File: src/rtl/tff_bank_sequencer_pkg.sv
// -----------------------------------------------------------------------------
// tff_bank_sequencer_pkg
//
// Shared definitions for the T flip-flop bank sequencer:
//   - command op codes carried on cmd_op
//   - sequencer state encoding (2-bit register)
//
// No ports; imported by the sequencer top.
// -----------------------------------------------------------------------------
package tff_bank_sequencer_pkg;

   // Command op codes on cmd_op.
   localparam logic [1:0] OP_LOAD  = 2'd0;
   localparam logic [1:0] OP_UP    = 2'd1;
   localparam logic [1:0] OP_DOWN  = 2'd2;
   localparam logic [1:0] OP_CLEAR = 2'd3;

   // Sequencer states. The encoding is also what state_dbg exposes.
   typedef enum logic [1:0] {
      ST_IDLE  = 2'd0,
      ST_APPLY = 2'd1,
      ST_COUNT = 2'd2,
      ST_DONE  = 2'd3
   } state_e;

endpackage : tff_bank_sequencer_pkg

File: src/rtl/tff_cell.sv
// -----------------------------------------------------------------------------
// tff_cell
//
// One T flip-flop of the bank. The stored bit inverts on a rising clock edge
// when t is 1 and holds otherwise.
//
// Ports:
//   clk    in  1  clock, rising edge active
//   reset  in  1  asynchronous reset, active low (clears q)
//   t      in  1  toggle enable
//   q      out 1  stored bit
// -----------------------------------------------------------------------------
module tff_cell (
   input  logic clk,
   input  logic reset,
   input  logic t,
   output logic q
);

   logic q_q;
   logic q_d;

   always_comb begin
      q_d = q_q;
      if (t) begin
         q_d = ~q_q;
      end
   end

   always_ff @(posedge clk or negedge reset) begin
      if (!reset) begin
         q_q <= 1'b0;
      end else begin
         q_q <= q_d;
      end
   end

   assign q = q_q;

endmodule : tff_cell

File: src/rtl/tff_bank_sequencer.sv
// -----------------------------------------------------------------------------
// tff_bank_sequencer
//
// Sequencer for a bank of WIDTH T flip-flops. Takes one command at a time
// (LOAD, COUNT_UP, COUNT_DOWN, CLEAR) and drives only the per-bit toggle
// enables t_vec; the bank of tff_cell instances holds all state and its
// outputs are q. q feeds the binary-to-octal display path downstream.
//
// Handshake: a command transfers on a rising edge where cmd_valid && cmd_ready.
// cmd_op and cmd_data are captured at that edge and later input changes have
// no effect. cmd_ready is high only in IDLE and depends on registered state
// alone, so there is no combinational path from cmd_valid to cmd_ready. A
// source that sees cmd_ready low must hold cmd_valid and its payload.
//
// Ports:
//   clk        in   1      clock, rising edge active
//   reset      in   1      asynchronous reset, active low
//   cmd_valid  in   1      command present
//   cmd_ready  out  1      command can be accepted (IDLE only)
//   cmd_op     in   2      0 LOAD, 1 COUNT_UP, 2 COUNT_DOWN, 3 CLEAR
//   cmd_data   in   WIDTH  LOAD target / COUNT step count / ignored for CLEAR
//   abort      in   1      stops an active count (ignored outside COUNT)
//   busy       out  1      command in progress (any state but IDLE)
//   done       out  1      one-cycle completion pulse
//   t_vec      out  WIDTH  toggle enables applied to the bank this cycle
//   q          out  WIDTH  current bank state
//   state_dbg  out  2      current sequencer state encoding
//
// WIDTH must be at least 2; a multiple of 3 gives whole octal digits.
// -----------------------------------------------------------------------------
module tff_bank_sequencer
   import tff_bank_sequencer_pkg::*;
#(
   parameter int WIDTH = 9
) (
   input  logic             clk,
   input  logic             reset,
   input  logic             cmd_valid,
   output logic             cmd_ready,
   input  logic [1:0]       cmd_op,
   input  logic [WIDTH-1:0] cmd_data,
   input  logic             abort,
   output logic             busy,
   output logic             done,
   output logic [WIDTH-1:0] t_vec,
   output logic [WIDTH-1:0] q,
   output logic [1:0]       state_dbg
);

   localparam logic [WIDTH-1:0] ONE = {{(WIDTH-1){1'b0}}, 1'b1};

   // Toggle pattern that makes a T bank count up by one: bit i toggles when
   // every lower bit is 1. All-ones toggles every bit, giving the wrap to 0.
   function automatic logic [WIDTH-1:0] up_toggles(input logic [WIDTH-1:0] v);
      logic [WIDTH-1:0] r;
      logic             carry;
      carry = 1'b1;
      for (int i = 0; i < WIDTH; i++) begin
         r[i]  = carry;
         carry = carry & v[i];
      end
      return r;
   endfunction

   // Count down by one: bit i toggles when every lower bit is 0. Zero toggles
   // every bit, giving the wrap to all-ones.
   function automatic logic [WIDTH-1:0] down_toggles(input logic [WIDTH-1:0] v);
      logic [WIDTH-1:0] r;
      logic             borrow;
      borrow = 1'b1;
      for (int i = 0; i < WIDTH; i++) begin
         r[i]   = borrow;
         borrow = borrow & ~v[i];
      end
      return r;
   endfunction

   // ---------------------------------------------------------------------------
   // Registered state
   // ---------------------------------------------------------------------------
   state_e           state_q, state_d;
   logic [1:0]       op_q,    op_d;
   // Holds the LOAD target in APPLY, or the remaining step count in COUNT.
   logic [WIDTH-1:0] data_q,  data_d;

   always_ff @(posedge clk or negedge reset) begin
      if (!reset) begin
         state_q <= ST_IDLE;
         op_q    <= OP_LOAD;
         data_q  <= '0;
      end else begin
         state_q <= state_d;
         op_q    <= op_d;
         data_q  <= data_d;
      end
   end

   // ---------------------------------------------------------------------------
   // Next-state and output logic
   // ---------------------------------------------------------------------------
   always_comb begin
      state_d = state_q;
      op_d    = op_q;
      data_d  = data_q;
      t_vec   = '0;
      done    = 1'b0;

      unique case (state_q)
         ST_IDLE: begin
            if (cmd_valid) begin
               op_d   = cmd_op;
               data_d = cmd_data;
               if (cmd_op == OP_LOAD || cmd_op == OP_CLEAR) begin
                  state_d = ST_APPLY;
               end else if (cmd_data != '0) begin
                  state_d = ST_COUNT;
               end else begin
                  // Zero-step count: nothing to toggle, complete next cycle.
                  state_d = ST_DONE;
               end
            end
         end

         ST_APPLY: begin
            // Toggling exactly the differing bits lands the bank on the target
            // in one edge; CLEAR is a load of zero, so it toggles the set bits.
            if (op_q == OP_CLEAR) begin
               t_vec = q;
            end else begin
               t_vec = q ^ data_q;
            end
            state_d = ST_DONE;
         end

         ST_COUNT: begin
            if (abort) begin
               // Abort suppresses this cycle's toggle and drops the rest.
               data_d  = '0;
               state_d = ST_DONE;
            end else begin
               if (op_q == OP_UP) begin
                  t_vec = up_toggles(q);
               end else begin
                  t_vec = down_toggles(q);
               end
               data_d = data_q - ONE;
               if (data_q == ONE) begin
                  state_d = ST_DONE;
               end
            end
         end

         ST_DONE: begin
            done    = 1'b1;
            state_d = ST_IDLE;
         end

         default: begin
            state_d = ST_IDLE;
         end
      endcase
   end

   assign cmd_ready = (state_q == ST_IDLE);
   assign busy      = (state_q != ST_IDLE);
   assign state_dbg = state_q;

   // ---------------------------------------------------------------------------
   // The bank
   // ---------------------------------------------------------------------------
   for (genvar g = 0; g < WIDTH; g++) begin : g_bank
      tff_cell u_cell (
         .clk   (clk),
         .reset (reset),
         .t     (t_vec[g]),
         .q     (q[g])
      );
   end

endmodule : tff_bank_sequencer

File: config.mk
export PLATFORM = sky130hd
export DESIGN_NAME = tff_bank_sequencer
export DESIGN_NICKNAME = d
export VERILOG_FILES = /design/src/rtl/tff_bank_sequencer_pkg.sv /design/src/rtl/tff_cell.sv /design/src/rtl/tff_bank_sequencer.sv
export SDC_FILE = /design/constraint.sdc
export NUM_CORES = 1
export LEC_CHECK = 0
export ABC_AREA = 1
export CELL_PAD_IN_SITES_DETAIL_PLACEMENT = 1
export CELL_PAD_IN_SITES_GLOBAL_PLACEMENT = 1
export CORE_MARGIN = 2
export CORE_UTILIZATION = 39
export DETAILED_ROUTE_END_ITERATION = 7
export PLACE_DENSITY = 0.95
export SYNTH_ARGS = -nofsm -noshare
export SYNTH_HDL_FRONTEND = slang
export SYNTH_SLANG_ARGS = --single-unit
File: constraint.sdc
create_clock -name clk -period 3.9 [get_ports clk]
set_input_delay 0.39 -clock clk [delete_from_list [all_inputs] [get_ports clk]]
set_output_delay 0.39 -clock clk [all_outputs]
set_load 0.01 [all_outputs]
==> results of run 1 <==
==> report_power, final <==
part	switching [uW]	leakage (uW)	internal (uW)
sequential	145	0.000258	350
combinational	742	0.000744	489
clock	89.3	0.0000357	138
total	977	0.00104	977
==> placed cells by master, fill, tap and decap left out, types with 7 or more instances in the layout <==
master,Yosys,final
nand2_1,48,48
clkdlybuf4s50_1,0,37
inv_1,34,34
o21ai_0,28,28
nand3_1,27,27
dfrtp_1,22,22
nor2_1,17,17
a21oi_1,13,13
xor2_1,7,7
ha_1,7,7
==> cell families after synthesis <==
family	after synthesis	share of synthesized area, %
AOI/OAI and AO/OA	57	17.4
xor gates and xnor gates	7	3.36
adders and majority gates	7	4.80
buffers and inverters	60	17.1
DFF	22	30.2
muxes	1	0.617
and+or+nand+nor	105	26.6
==> state kept, by name, indices dropped and copies added (netlist names) <==
name	flops
state_dbg	2
data_q	9
g_bank.u_cell.q	9
op_q	2
==> routing by layer <==
layer,GRT usage (%),vias to the layer above,share of wire (%)
met4,7.61,0,1.5
met3,2.78,7,4.0
li1,-,871,-
met5,0,-,0
met2,33.3,44,48
met1,28.8,850,47
==> per-stage QoR <==
step                      cell area (um2)  hold WS (ns)  power [uW]  util [%]  cells
after floorplan                      1820        0.0944        1360         -    259
after global placement               2090         0.512        1670      47.0    325
after detailed placement             2090         0.532        1720      47.0    325
after CTS                            2160         0.553        1960      48.6    329
after global routing                 2160         0.595        2130      48.6    329
final                                2160         0.543        1950      48.6    329
==> layout make-up <==
| cell class | count | area [um2] | share of cell area [%] |
|---|---|---|---|
| clock buffers | 3 | 41.3 | 1.91 |
| inverters | 36 | 135 | 6.25 |
| well taps | 52 | 65.1 | 3.01 |
| clock inverters | 1 | 30.0 | 1.39 |
| flip-flops and latches | 22 | 551 | 25.5 |
| multi-input cells | 177 | 962 | 44.5 |
| repair buffers | 38 | 378 | 17.5 |
==> critical path, stage by stage, from the launching register on <==
cell and delay (ns):
dfrtp_1 0.44, inv_1 0.13, ha_1 0.22, inv_2 0.14, nor2_8 0.19, inv_2 0.15, a21oi_1 0.15, o21ai_0 0.10
nand2_1 0.08, nand2_1 0.08, inv_1 0.08, clkdlybuf4s50_1 0.52
==> path summary, 6_finish.rpt <==
kind / to / slack (ns) / cells after the start
max: t_vec[4] / 0.95 / 11
min: g_bank[8].u_cell.q / 0.54 / 2
max reg2reg: g_bank[4].u_cell.q / 1.95 / 10
min reg2reg: g_bank[8].u_cell.q / 0.54 / 2
max in group asynchronous: data_q[2] / 2.54 / 1
min in group asynchronous: g_bank[3].u_cell.q / 0.70 / 1
==> out/results.ini, run 1 <==
[run_status]
outcome=finished, final reports clean

[global_routing]
grt_max_degree=23
grt.overflow.total=0
grt_pass1_vias=1759
antenna_found_initial=0
grt_pass1_wl_um=8560
grt_util_all_layers_pct=20.8

[clock_network]
holdBufCountCts=0
postCtsSetupBuffers=0
cts_buffers=3
clock_latency_ns=0.28
cts_max_level=1
cts_tree=yes
clk_pin_slew_ns=0.10
clkSinkCount=22
cts.path.max_buffers=2
clockRootBuffer=clkbuf_8
cts-resized-gates=0

[yosys]
synth_top_area_share_pct=30.2
yosys.area.top_type=dfrtp_1
syn_area_mm2=0.00182
ys.flop_type=dfrtp_1
synth_enable_flop_cells=0
async_flop_share_pct=100
synth_fp_nets=281
syn_area_per_cell_um2=7.04
synth.most_common_cell=nand2_1
ys_seq_area_share_pct=30.2
syn-instance-count=259
yosys_register_bits=22
ys_types=33
synth.area.top_cells=dfrtp_1 30%, nand2_1 9.9%, o21ai_0 7.7%, buf_4 7.4%, nand3_1 7.4%
ys_top_cells_by_count=48 x nand2_1, 34 x inv_1, 28 x o21ai_0
synth_warnings=0

[die]
die_w_um=72.4
coreArea_mm2=0.00444
io_pins=38
die_area_mm2=0.00524
initial_core_util_pct=41.0
fp-row-count=24
die_h_um=72.4

[sta]
timing.final.crit_period_ns=2.95
final-max-slew-violation-count=0
setup_viol=0
tightest_slew_ns=1.10
hold_viol=0
rsz0062_at_grt=no
period_share_pct=75.5
worst_slack_ns=0.955
max_freq_ghz=0.340
slew_headroom_pct=26.5
fin_skew_ns=0.00852
setup-tns-final_ns=0

[drt]
wirelength_um=5140
firstDrtPassIters=4
drt_iter0_markers=67
via_count=1772
ant_nets=0
vias_per_cell=5.39
wl_per_cell_um=15.6
drc=0

[critical_path]
critPathCaptureType=primary output
r2r-start=state_dbg[0]
required_ns=3.51
crit_type=register to primary output
cp-start-kind=register
startpoint=state_dbg[0]
crit_fanout=12
cp_data_arrival_time_ns=2.56

[final_layout]
area_delta_synth_final_pct=18.5
drive_gt1_share_pct=6.50
fillers=586
antennaDiodeCount=0
final_nets=300

[power_and_ir_drop]
powerDensity_mw_per_mm2=904
ir_worst_vdd_mv=0.525
p_leak_uw=0.00104

[flow_run]
drv_cap=0

[place]
dp_hpwl_um=3820
gp_congestion=0.916
dp_slack_ns=1.24
port_buffers=37

[worst_hold_path]
hp-start=g_bank[8].u_cell.q
hold_path.class=register to register

No activity file was read; power rests on OpenSTA's default activity.
==> run 2, diff against run 1 <==
Settings changed: CORE_UTILIZATION 39 to 33, PLACE_DENSITY 0.95 to 0.88.
Clock period 3.9 ns to 2.65 ns, I/O delays scaled along.
==> out/results.ini, run 2 (synthesis results as in run 1) <==
[run_status]
outcome=finished, final reports clean

[critical_path]
worstPathCellList=nor2_2, nand4_2, nand2_1, nand2_1, nor2_1, nand3_1, nand2_1, nand2_1, inv_1, clkdlybuf4s50_1
cp-start-kind=register
required_ns=2.38  ; -1.13 ns
crit_fanout=9  ; -3
cp_slowest_cell=clkdlybuf4s50_1
cpMostUsedCell=nand2_1
slowest_delay_ns=0.52  ; about the same
critPathCaptureType=primary output
cp_data_arrival_time_ns=2.22  ; -0.34 ns
crit_type=register to primary output

[final_layout]
utilization_pct=41.6  ; -7.1 points
final_cell_mix=48 x nand2_1, 36 x clkdlybuf4s50_1, 32 x inv_1
antennaDiodeCount=0  ; unchanged
final_nets=307  ; +2.3%
stdcell_count=356  ; +8.2%
area_delta_synth_final_pct=23.2
final_common_cell=nand2_1
drive_gt1_share_pct=10.6  ; +4.1 points

[drt]
ant_nets=0  ; unchanged
drt_iter0_markers=63  ; -6.0%
drc=0  ; unchanged
wirelength_um=5340  ; +3.9%
wl_per_cell_um=15.0  ; -4.0%
via_count=1794  ; +1.2%
firstDrtPassIters=4  ; unchanged
vias_per_cell=5.04  ; -6.4%

[place]
dp_hpwl_um=4010  ; +5.0%
gp_congestion=0.891  ; -2.7%
placedCellCount=348  ; +7.1%
port_buffers=37  ; unchanged

[power_and_ir_drop]
p_leak_uw=0.00108  ; +3.9%
p_switching_uw=1450  ; +49%
pwr-share-seq_pct=25.2  ; -0.2 points
clockPowerShare_pct=9.1  ; -2.5 points
switching_share_pct=50.4  ; +0.42 points
internal-power_uw=1430  ; +46%
powerDensity_mw_per_mm2=1280  ; +42%
ir_worst_vdd_mv=0.595  ; +13%
pwr-share-comb_pct=65.6  ; +2.6 points

[worst_hold_path]
hold_path.class=input port to asynchronous set/reset pin

[clock_network]
clockRootBuffer=clkbuf_8
cts_max_level=1  ; unchanged
cts.path.max_buffers=2  ; unchanged
clk_pin_slew_ns=0.09  ; about the same
clkSinkCount=22  ; unchanged
cts_tree=yes
holdBufCountCts=0  ; unchanged
clock_latency_ns=0.28  ; about the same
cts_buffers=3  ; unchanged

[sta]
final-max-slew-violation-count=0  ; unchanged
timing.final.crit_period_ns=2.49
setup_viol=0  ; unchanged
max_freq_ghz=0.402
slew_headroom_pct=20.5  ; -6.0 points
fin_skew_ns=0.00392  ; -0.00460 ns
rsz0062_at_grt=no
tightest_slew_ns=1.18  ; +0.0807 ns
period_share_pct=93.8
hold_viol=0  ; unchanged
setup-tns-final_ns=0  ; unchanged

[global_routing]
gr-usage-met2_pct=33.8  ; +0.46 points
grt.overflow.total=0  ; unchanged
grt.busiest_layer=met2
grt_pass1_vias=1960  ; +11%
grt_pass1_wl_um=9270  ; +8.3%
met3_usage_pct=2.99  ; +0.21 points
grt_max_degree=23  ; unchanged
grt_util_all_layers_pct=18.8  ; -2.1 points
antenna_found_initial=0  ; unchanged
use_met1_pct=23.4  ; -5.4 points

[die]
coreArea_mm2=0.00541  ; +22%
die_area_mm2=0.00614  ; +17%
die_h_um=78.4  ; +8.2%
io_pins=38  ; unchanged
initial_core_util_pct=33.8  ; -7.3 points
fp-row-count=27  ; +13%
die_w_um=78.4  ; +8.2%

[flow_run]
drv_cap=0  ; unchanged

[run 2: critical path, delay by kind of cell, from the launching register on]
kind	cells	cell delay, ns
buffers and inverters	2	0.57
AND/OR/NAND/NOR	8	0.89
flip-flops	1	0.49
[run 2: power by group through the flow]
| stage | combinational (uW) | sequential [uW] | clock, uW |
|---|---|---|---|
| after detailed placement | 1830 | 732 | 0 |
| after CTS | 1880 | 720 | 274 |
| final | 1890 | 728 | 264 |
| after floorplan | 1340 | 669 | 0 |
| after global routing | 2150 | 762 | 283 |
| after global placement | 1760 | 722 | 0 |
[run 2: layer usage]
layer	vias to the layer above	wire length, um
met3	7	177
met2	37	2660
met5	-	0
li1	883	-
met4	0	55
met1	867	2460
[run 2: stage by stage]
| stage | power (uW) | hold slack, ns | setup slack [ns] | cell area [um2] |
|---|---|---|---|---|
| finish | 2890 | 0.336 | 0.163 | 2250 |
| global route | 3190 | 0.371 | 0.0277 | 2250 |
| floorplan | 2010 | -0.0306 | 0.815 | 1820 |
| detailed placement | 2560 | 0.534 | 0.217 | 2140 |
| global placement | 2480 | 0.512 | 0.316 | 2140 |
| CTS | 2870 | 0.348 | 0.00232 | 2210 |
[run 2: final timing paths]
path / startpoint / endpoint / slack, ns / cells after the start
worst min-delay path: reset / g_bank[1].u_cell.q / 0.34 / 2
max in group asynchronous: reset / g_bank[0].u_cell.q / 2.07 / 2
min in group clk: g_bank[8].u_cell.q / g_bank[8].u_cell.q / 0.55 / 2
worst max register to register: state_dbg[1] / data_q[2] / 0.36 / 6
worst min register to register: g_bank[8].u_cell.q / g_bank[8].u_cell.q / 0.55 / 2
worst max-delay path: g_bank[0].u_cell.q / t_vec[8] / 0.16 / 10
[run 2: cell type report]
| type | count | area, um2 |
|---|---|---|
| fill | 696 | 3160 |
| multi-input combinational | 177 | 977 |
| sequential | 22 | 552 |
| timing repair buffer | 45 | 433 |
| inverter | 36 | 140 |
| tap | 72 | 90.1 |
| clock buffer | 4 | 55.1 |
[run 2: timing repair]
| action | CTS | global route |
|---|---|---|
| setup buffers | 2 | 2 |
| pin swaps | 1 | 1 |
| gates resized for setup | 2 | 7 |
| setup endpoints to repair | 4 | 8 |
==> run 3, diff against run 2 <==
Clock period 2.65 ns to 2.2 ns, I/O delays scaled along.
==> out/results.ini, run 3 (synthesis results as in run 1) <==
[final_layout]
drive_gt1_share_pct=14.5  ; +3.9 points
antennaDiodeCount=0  ; unchanged
fillers=722  ; +3.7%
stdcell_count=362  ; +1.7%
final_common_cell=nand2_1
register_area_um2=551  ; -0.23%
final_cell_mix=46 x nand2_1, 32 x inv_1, 28 x clkdlybuf4s50_1
multi_input_area_um2=972  ; -0.51%
final_nets=313  ; +2.0%
utilization_pct=41.9  ; +0.37 points
area_delta_synth_final_pct=24.3

[clock_network]
clkSinkCount=22  ; unchanged
clock_latency_ns=0.27  ; about the same
cts_tree=yes
cts_buffers=3  ; unchanged
clk_pin_slew_ns=0.09  ; about the same
clockRootBuffer=clkbuf_8
cts.path.max_buffers=2  ; unchanged
holdBufCountCts=0  ; unchanged
cts_max_level=1  ; unchanged

[sta]
max_freq_ghz=0.479
tightest_slew_ns=0.540  ; -0.640 ns
setup-tns-final_ns=0  ; unchanged
final-max-slew-violation-count=0  ; unchanged
rsz0062_at_grt=yes
hold_viol=0  ; unchanged
worst_slack_ns=0.112  ; -0.0516 ns
slew_headroom_pct=63.8  ; +43 points
whs_ns=0.305  ; -0.0306 ns
fin_skew_ns=0.00139  ; -0.00253 ns
period_share_pct=94.9
timing.final.crit_period_ns=2.09
setup_viol=0  ; unchanged

[critical_path]
cp_data_arrival_time_ns=1.87  ; -0.35 ns
cpMostUsedCell=inv_2
critPathCaptureType=primary output
crit_type=register to primary output
path_buf_inv=5  ; +3
crit_fanout=9  ; unchanged
path_delay_family=buffers and inverters
required_ns=1.98  ; -0.40 ns
cp_slowest_cell=dfrtp_1
worstPathCellList=inv_2, ha_2, inv_2, nor2_8, inv_2, buf_4, a21oi_2, clkdlybuf4s15_1
slowest_delay_ns=0.40  ; -0.12 ns
cp-start-kind=register

[drt]
via_count=1823  ; +1.6%
drc=0  ; unchanged
vias_per_cell=5.04  ; about the same
ant_nets=0  ; unchanged
wl_per_cell_um=15.1  ; +0.59%
firstDrtPassIters=4  ; unchanged
drt_iter0_markers=76  ; +21%
wirelength_um=5470  ; +2.3%

[worst_hold_path]
hold_path.class=input port to asynchronous set/reset pin

[place]
port_buffers=37  ; unchanged
dp_hpwl_um=4240  ; +5.6%
gp_congestion=0.890  ; -0.11%
placedCellCount=356  ; +2.3%
dp_slack_ns=0.00674  ; -0.211 ns

[global_routing]
grt_max_degree=23  ; unchanged
grt_util_all_layers_pct=19.4  ; +0.59 points
grt_pass1_wl_um=9390  ; +1.3%
antenna_found_initial=0  ; unchanged
grt_pass1_vias=2000  ; +2.0%
grt.overflow.total=0  ; unchanged

[die]
io_pins=38  ; unchanged
initial_core_util_pct=33.8  ; unchanged
die_area_mm2=0.00614  ; unchanged
coreArea_mm2=0.00541  ; unchanged
fp-row-count=27  ; unchanged
die_w_um=78.4  ; unchanged
die_h_um=78.4  ; unchanged

[run_status]
outcome=finished, final reports clean

[power_and_ir_drop]
ir_worst_vdd_mv=0.832  ; +40%
powerDensity_mw_per_mm2=1560  ; +21%
p_leak_uw=0.00111  ; +3.0%

[flow_run]
drv_cap=0  ; unchanged

[run 3: changes by cell type in the layout (fill, tap and decap cells not counted), sizes merged]
cell           previous run  this run
dlygate4sd2               0         2
buf                       8        14
dlymetal6s2s              1         0
clkbuf                    4         9
clkdlybuf4s50            36        28
clkdlybuf4s15             0         2
[run 3: final timing paths]
path | from | end | slack [ns] | cells past startpoint
max | state_dbg[0] | t_vec[0] | 0.11 | 8
min | reset | g_bank[1].u_cell.q | 0.31 | 2
max reg2reg | state_dbg[1] | data_q[5] | 0.39 | 7
min reg2reg | data_q[2] | data_q[2] | 0.54 | 2
max in group asynchronous | reset | g_bank[7].u_cell.q | 1.66 | 2
min in group clk | data_q[2] | data_q[2] | 0.54 | 2
[run 3: metal layers]
metal	wire [um]	GRT usage [%]
met1	2500	23.3
met2	2670	34.9
met3	202	3.56
met4	89	5.79
met5	0	0
[run 3: per-stage QoR]
stage / area [um2] / power (uW)
after global placement: 2210 / 3130
after CTS: 2270 / 3560
after global routing: 2270 / 3890
after detailed placement: 2210 / 3240
after floorplan: 1820 / 2420
final: 2270 / 3540
[run 3: report_power, final]
group | total (uW) | switching (uW) | internal, uW
Combinational | 2370 | 1400 | 975
Sequential | 854 | 233 | 621
Clock | 311 | 151 | 160
[run 3: what timing repair did]
item,4_1_cts,5_1_grt
setup buffers,2,0
pin swaps,0,1
gates resized for setup,14,16
endpoints found under the setup margin,9,6
[run 3: cell type report]
cell class,count,share of cell area [%]
flip-flops and latches,22,24.3
inverters,36,5.96
multi-input cells,177,42.9
well taps,72,3.97
clock buffers,4,2.43
repair buffers,51,20.5
